[src/rtl/alu_pkg.sv]
// Shared definitions for the ALU request scheduler: ALU op codes, the legality
// check for op codes and the scheduler FSM encoding.
package alu_pkg;

    localparam logic [2:0] OP_AND = 3'b000;
    localparam logic [2:0] OP_OR  = 3'b001;
    localparam logic [2:0] OP_ADD = 3'b010;
    localparam logic [2:0] OP_SUB = 3'b110;

    typedef enum logic [1:0] {
        ST_IDLE = 2'd0,
        ST_EXEC = 2'd1,
        ST_RESP = 2'd2
    } state_e;

    function automatic logic op_is_legal(input logic [2:0] op);
        return (op == OP_AND) || (op == OP_OR) || (op == OP_ADD) || (op == OP_SUB);
    endfunction

endpackage

[src/rtl/rr_arbiter.sv]
// Combinational round-robin arbiter: scans the request vector starting at ptr
// and returns the first requester found, as a one-hot grant and as an index.
module rr_arbiter #(
    parameter int NUM_REQ = 4,
    parameter int IDX_W   = 2
) (
    input  logic [NUM_REQ-1:0] req,
    input  logic [IDX_W-1:0]   ptr,
    output logic [NUM_REQ-1:0] grant,
    output logic [IDX_W-1:0]   grant_idx,
    output logic               grant_any
);

    // One spare bit so ptr + offset cannot overflow before the modulo fold.
    logic [IDX_W:0] cand;

    always_comb begin
        grant     = '0;
        grant_idx = '0;
        grant_any = 1'b0;
        cand      = '0;
        for (int k = 0; k < NUM_REQ; k++) begin
            cand = {1'b0, ptr} + (IDX_W+1)'(k);
            if (cand >= (IDX_W+1)'(NUM_REQ)) begin
                cand = cand - (IDX_W+1)'(NUM_REQ);
            end
            if (!grant_any && req[cand[IDX_W-1:0]]) begin
                grant_any = 1'b1;
                grant_idx = cand[IDX_W-1:0];
            end
        end
        grant[grant_idx] = grant_any;
    end

endmodule

[src/rtl/alu_req_sched.sv]
// Round-robin scheduler sharing one external combinational ALU between NUM_REQ
// requesters; one op in flight at a time, response held until its owner accepts.
module alu_req_sched
    import alu_pkg::*;
#(
    parameter int NUM_REQ = 4,
    parameter int CNT_W   = 16
) (
    input  logic                 clk,
    input  logic                 rst_n,
    input  logic [NUM_REQ-1:0]   req_valid,
    output logic [NUM_REQ-1:0]   req_ready,
    input  logic [NUM_REQ*8-1:0] req_a,
    input  logic [NUM_REQ*8-1:0] req_b,
    input  logic [NUM_REQ*3-1:0] req_op,
    output logic [NUM_REQ-1:0]   rsp_valid,
    input  logic [NUM_REQ-1:0]   rsp_ready,
    output logic [7:0]           rsp_y,
    output logic                 rsp_zero,
    output logic                 rsp_negative,
    output logic                 rsp_carry,
    output logic                 rsp_err,
    output logic [7:0]           alu_a,
    output logic [7:0]           alu_b,
    output logic [2:0]           alu_ctrl,
    input  logic [7:0]           alu_y,
    input  logic                 alu_zero,
    input  logic                 alu_negative,
    input  logic                 alu_carry,
    output logic                 busy,
    output logic [CNT_W-1:0]     op_count
);

    localparam int IDX_W = (NUM_REQ > 1) ? $clog2(NUM_REQ) : 1;

    state_e             state_q, state_d;
    logic [IDX_W-1:0]   rr_ptr_q, rr_ptr_d;
    logic [IDX_W-1:0]   owner_q, owner_d;
    logic [7:0]         alu_a_q, alu_a_d, alu_b_q, alu_b_d;
    logic [2:0]         alu_ctrl_q, alu_ctrl_d;
    logic [7:0]         rsp_y_q, rsp_y_d;
    logic               rsp_zero_q, rsp_zero_d, rsp_neg_q, rsp_neg_d;
    logic               rsp_carry_q, rsp_carry_d, rsp_err_q, rsp_err_d;
    logic [CNT_W-1:0]   op_count_q, op_count_d;

    logic [NUM_REQ-1:0] grant;
    logic [IDX_W-1:0]   grant_idx;
    logic               grant_any;
    logic [NUM_REQ-1:0] owner_onehot;

    rr_arbiter #(
        .NUM_REQ (NUM_REQ),
        .IDX_W   (IDX_W)
    ) u_arb (
        .req       (req_valid),
        .ptr       (rr_ptr_q),
        .grant     (grant),
        .grant_idx (grant_idx),
        .grant_any (grant_any)
    );

    for (genvar gi = 0; gi < NUM_REQ; gi++) begin : g_owner
        assign owner_onehot[gi] = (owner_q == IDX_W'(gi));
    end

    always_ff @(posedge clk or negedge rst_n) begin
        if (!rst_n) begin
            state_q <= ST_IDLE;
        end else begin
            state_q <= state_d;
        end
    end

    always_comb begin
        state_d = state_q;
        case (state_q)
            ST_IDLE: if (grant_any) state_d = ST_EXEC;
            ST_EXEC: state_d = ST_RESP;
            ST_RESP: if (rsp_ready[owner_q]) state_d = ST_IDLE;
            default: state_d = ST_IDLE;
        endcase
    end

    // req_ready is gated by rst_n so a held request is never shown as accepted while in reset.
    always_comb begin
        req_ready = '0;
        rsp_valid = '0;
        if (state_q == ST_IDLE && rst_n) req_ready = grant;
        if (state_q == ST_RESP)          rsp_valid = owner_onehot;
        busy = (state_q != ST_IDLE);
    end

    always_comb begin
        rr_ptr_d    = rr_ptr_q;
        owner_d     = owner_q;
        alu_a_d     = alu_a_q;
        alu_b_d     = alu_b_q;
        alu_ctrl_d  = alu_ctrl_q;
        rsp_y_d     = rsp_y_q;
        rsp_zero_d  = rsp_zero_q;
        rsp_neg_d   = rsp_neg_q;
        rsp_carry_d = rsp_carry_q;
        rsp_err_d   = rsp_err_q;
        op_count_d  = op_count_q;
        case (state_q)
            ST_IDLE: begin
                if (grant_any) begin
                    owner_d    = grant_idx;
                    alu_a_d    = req_a[grant_idx*8 +: 8];
                    alu_b_d    = req_b[grant_idx*8 +: 8];
                    alu_ctrl_d = req_op[grant_idx*3 +: 3];
                    rr_ptr_d   = (grant_idx == IDX_W'(NUM_REQ-1)) ? '0 : grant_idx + IDX_W'(1);
                end
            end
            ST_EXEC: begin
                rsp_y_d     = alu_y;
                rsp_zero_d  = alu_zero;
                rsp_neg_d   = alu_negative;
                rsp_carry_d = alu_carry;
                rsp_err_d   = !op_is_legal(alu_ctrl_q);
            end
            ST_RESP: begin
                if (rsp_ready[owner_q]) op_count_d = op_count_q + CNT_W'(1);
            end
            default: ;
        endcase
    end

    always_ff @(posedge clk or negedge rst_n) begin
        if (!rst_n) begin
            rr_ptr_q    <= '0;
            owner_q     <= '0;
            alu_a_q     <= '0;
            alu_b_q     <= '0;
            alu_ctrl_q  <= '0;
            rsp_y_q     <= '0;
            rsp_zero_q  <= 1'b0;
            rsp_neg_q   <= 1'b0;
            rsp_carry_q <= 1'b0;
            rsp_err_q   <= 1'b0;
            op_count_q  <= '0;
        end else begin
            rr_ptr_q    <= rr_ptr_d;
            owner_q     <= owner_d;
            alu_a_q     <= alu_a_d;
            alu_b_q     <= alu_b_d;
            alu_ctrl_q  <= alu_ctrl_d;
            rsp_y_q     <= rsp_y_d;
            rsp_zero_q  <= rsp_zero_d;
            rsp_neg_q   <= rsp_neg_d;
            rsp_carry_q <= rsp_carry_d;
            rsp_err_q   <= rsp_err_d;
            op_count_q  <= op_count_d;
        end
    end

    assign alu_a        = alu_a_q;
    assign alu_b        = alu_b_q;
    assign alu_ctrl     = alu_ctrl_q;
    assign rsp_y        = rsp_y_q;
    assign rsp_zero     = rsp_zero_q;
    assign rsp_negative = rsp_neg_q;
    assign rsp_carry    = rsp_carry_q;
    assign rsp_err      = rsp_err_q;
    assign op_count     = op_count_q;

endmodule
[config.mk]
export PLATFORM = sky130hd
export DESIGN_NAME = alu_req_sched
export DESIGN_NICKNAME = d
export VERILOG_FILES = /design/src/rtl/alu_pkg.sv /design/src/rtl/rr_arbiter.sv /design/src/rtl/alu_req_sched.sv
export SDC_FILE = /design/constraint.sdc
export NUM_CORES = 1
export LEC_CHECK = 0
export BUFFER_PORTS_ARGS = -buffer_cell sky130_fd_sc_hd__buf_2
export CORE_AREA = 2 2 86 88
export DETAILED_ROUTE_END_ITERATION = 6
export DIE_AREA = 0 0 88 90
export GPL_TIMING_DRIVEN = 0
export PLACE_DENSITY = 0.79
export SLEW_MARGIN = 20
export SYNTH_ARGS = -nofsm -noshare
export SYNTH_HDL_FRONTEND = slang
export SYNTH_SLANG_ARGS = --single-unit
[constraint.sdc]
create_clock -name clk -period 5.02 [get_ports clk]
set_input_delay 1.004 -clock clk [delete_from_list [all_inputs] [get_ports clk]]
set_output_delay 1.004 -clock clk [all_outputs]
set_load 0.05 [all_outputs]
==> impl_results.md <==
- Post-Syn Instances: 258
- Drc violations: 0
- Final Skew: 8.49 ps
- Post-Synth Adder-Cell Area: less than 1%
- Worst-Skew Late Latency: 300 ps
- Chip height: approximately 90 um
- Reg2reg setup slack: 3220 ps
- PostCTS Resize Cnt: 0
- Clk sink count: 53
- Worst Hold Class: reg2reg
- Detailed placement HPWL: between 5000 and 6000 um
- Worst endpoint required time: 4020 ps
- Period minus WS final: 3570 ps
- P_leak: about 0.0019 uW
- Root Buffer: clkbuf_8
- Hold buffers post-CTS: 0
- Post-route clock period utilization: a little under three quarters
- Simple-gate share of the synthesized area: 15.5%
- Yosys top cell by area: dfrtp_1
- CP peak stage delay: 460 ps
- Clock buffer count from CTS: 5
- #FFs+latches synth: 53
- Switching pwr: 1300 uW
- CP most frequent cell: buf_2
- Pin count of the biggest net entering global routing: 58
- Setup TNS Final: 0 ps
- Post-Synth XOR/XNOR Area: 4.77%
- CP arrival: 2570 ps
- Postcts setup bufs: 0
- Hold Vio Cnt, Final: 0
- CTS tree: built
- Fmax: 280 MHz
- Yosys cell types: 38
- ANT nets after route: 0
- Critical path type: in2out
- Fin worst setup slack: 1450 ps
- Total gr overflow: 0
- Mapped Area: 0.00275 sq mm
- Vias in the first global route: about 2600
- Largest family of logic cells by synthesized area: simple AND/OR/NAND/NOR gates
- Dominant synthesized flop cell: dfrtp_1
- H-tree Lvls: 2
- Initial antenna violation count: 0
- Core area: 0.00702 sq mm
- Initial Utilization: 39.2%
- Synthesis Warnings: 0
- Pwr dens: 669 mW/mm^2
- Startpoint types: input port
- Combinational share of power: between 60% and 70%
- Routed len/inst: around 15 um
- Crit-path slowest cell: clkbuf_1
- Outcome: complete, no violations
- Register area share after synthesis: around half
- Synth-to-layout area growth: 35.3%
- Ys async rst share: 100%
- Syn_nets: 357
- Clock buffer depth: 2
- Die area: 0.00792 sq mm
- Compound-Gate Fraction of Synth Area: 13.4%
- Share of cells above drive strength 1: 44.4%
- Post-synth EDFFs: 0
- Routed wire length: 7600 um
- Endpoints failing setup: 0
- Starting DRT DRC Count: 69
- DR vias/cell: between 5 and 6
- Synth top area share: roughly half
- Actual slew at the worst max-slew pin: 703 ps
- First-pass GRT wire length: 12000 um
- Internal: between 1000 and 1500 uW
- Cell row count: 31
- Clock power share: a little under a tenth
- NumNets Final: between 500 and 600
- Crit. End Element: output pin
- Switching part of the total: 52.0%
- Pre-CTS setup slack: 1470 ps
- Mapped Avg Cell Area: 10.7 sq um
- RSZ-0062 raised after global routing: false
- Antenna diode instance count: 0
- Rel. slew slack: around 53%
- DIE WIDTH: 88 um
- Post-synthesis mux area share: between 10% and 20%
- Top post-synthesis cells by area: dfrtp_1, mux2i_1, a221oi_1
- CP cell instances: buf_2 > or3_1 > nand3_1 > clkbuf_1 > and3_1 > buf_2
- MaxCap Viol Count: 0
- Max FO, Critical Path: 10
- Detailed Routing Iterations Pass 1: 4
- Peak supply drop: 0.387 mV
- Reg clk slew, reported paths: 80 ps
- Routed via count: between 2000 and 3000
- GPL Wtd Cong: ~0.80
- Seq pwr share: between 20% and 30%
- I/O pin count: 153
- I/O Buffers: 152
- Total Routing Usage GR: 19.1%
- Max Transition Viols Final: 0
## sequential cells by signal, indices dropped and copies added, names as in the netlist
| signal | flops |
|---|---|
| alu_b | 8 |
| owner_q | 2 |
| rsp_err | 1 |
| alu_ctrl | 3 |
| rsp_carry | 1 |
| op_count | 16 |
| rsp_y | 8 |
| rr_ptr_q | 2 |
| state_q | 2 |
| rsp_negative | 1 |
| alu_a | 8 |
| rsp_zero | 1 |
## metrics by stage
stage / power, uW / hold WS, ps / area [sq um] / std cells / utilization, %
floorplan: 1880 / 523 / 2750 / 258 / -
global placement: 2230 / 461 / 3640 / 509 / 51.8
detailed placement: 2270 / 473 / 3640 / 509 / 51.9
CTS: 2510 / 490 / 3730 / 516 / 53.1
global route: 2650 / 502 / 3730 / 516 / 53.1
finish: 2490 / 482 / 3730 / 516 / 53.1
## cells in the mapped netlist (2+ instances only)
cell type	number
a21oi_1	3
a221oi_1	19
and2_1	2
and3_1	6
buf_4	4
buf_6	5
clkbuf_1	6
dfrtp_1	53
ha_1	2
mux2_2	11
mux2i_1	21
nand2_1	21
nand2b_1	4
nand3_1	8
nand4_1	6
nor2_1	28
nor3_1	2
o21ai_0	4
o22ai_1	20
or2_1	2
xnor2_1	12
xor2_1	3
## area by class of cell
| cell class | count | area [sq um] |
|---|---|---|
| clock buffer | 7 | 86.3 |
| multi-input combinational | 188 | 1310 |
| inverter | 1 | 6.26 |
| buffer | 16 | 114 |
| timing repair buffer | 152 | 763 |
| sequential | 53 | 1330 |
| fill | 650 | 3290 |
| tap | 99 | 124 |
## worst max-delay path, delay by kind of cell
| kind | cells | cell delay [ps] |
|---|---|---|
| buffers and inverters | 3 | 850 |
| AND/OR/NAND/NOR | 3 | 700 |
## logic make-up after synthesis
kind of cell | Yosys count
buffers and inverters | 17
adder cells (fa/ha/maj) | 2
multiplexers | 33
AND/OR/NAND/NOR | 87
AO/OA/AOI/OAI | 51
XOR/XNOR | 15
flip-flops | 53
## per-layer routing
layer,up-vias,global-route usage [%],share of wire (%)
met5,-,0,0
met4,0,6.28,1.5
met3,9,4.41,7.3
met2,126,32.0,51
met1,1227,24.0,41
li1,1269,-,-
## power groups by stage
stage | sequential [uW] | combinational [uW] | clock (uW)
after floorplan | 1210 | 675 | 0
after global placement | 713 | 1520 | 0
after detailed placement | 724 | 1540 | 0
after CTS | 717 | 1540 | 246
after global routing | 740 | 1650 | 264
final | 716 | 1540 | 237
## worst paths after layout
path	from	to	cells past startpoint
hold / removal	rsp_err$_DFFE_PN0N_	rsp_err$_DFFE_PN0N_	2
setup / recovery	req_valid[1]	req_ready[0]	6
max in group asynchronous	rst_n	alu_b[7]$_DFFE_PN0P_	1
min in group asynchronous	rst_n	rsp_y[4]$_DFFE_PN0N_	1
setup reg to reg	rr_ptr_q[1]$_DFFE_PN0P_	alu_a[7]$_DFFE_PN0P_	7
hold reg to reg	rsp_err$_DFFE_PN0N_	rsp_err$_DFFE_PN0N_	2
## cells in the final DEF (no fill, tap or decap), types with 3 or more instances in the layout
cell | synthesis | final
nand4_1 | 6 | 6
mux2_2 | 11 | 11
xnor2_1 | 12 | 12
nor2_1 | 28 | 28
clkbuf_1 | 6 | 7
nand2_1 | 21 | 21
o21ai_0 | 4 | 4
buf_2 | 1 | 152
clkbuf_8 | 0 | 6
dfrtp_1 | 53 | 53
mux2i_1 | 21 | 21
nand2b_1 | 4 | 4
buf_6 | 5 | 5
buf_4 | 4 | 5
a21oi_1 | 3 | 3
o22ai_1 | 20 | 20
nand3_1 | 8 | 8
and3_1 | 6 | 6
xor2_1 | 3 | 3
a221oi_1 | 19 | 19
Note: power is estimated with default switching activity, not from simulation.
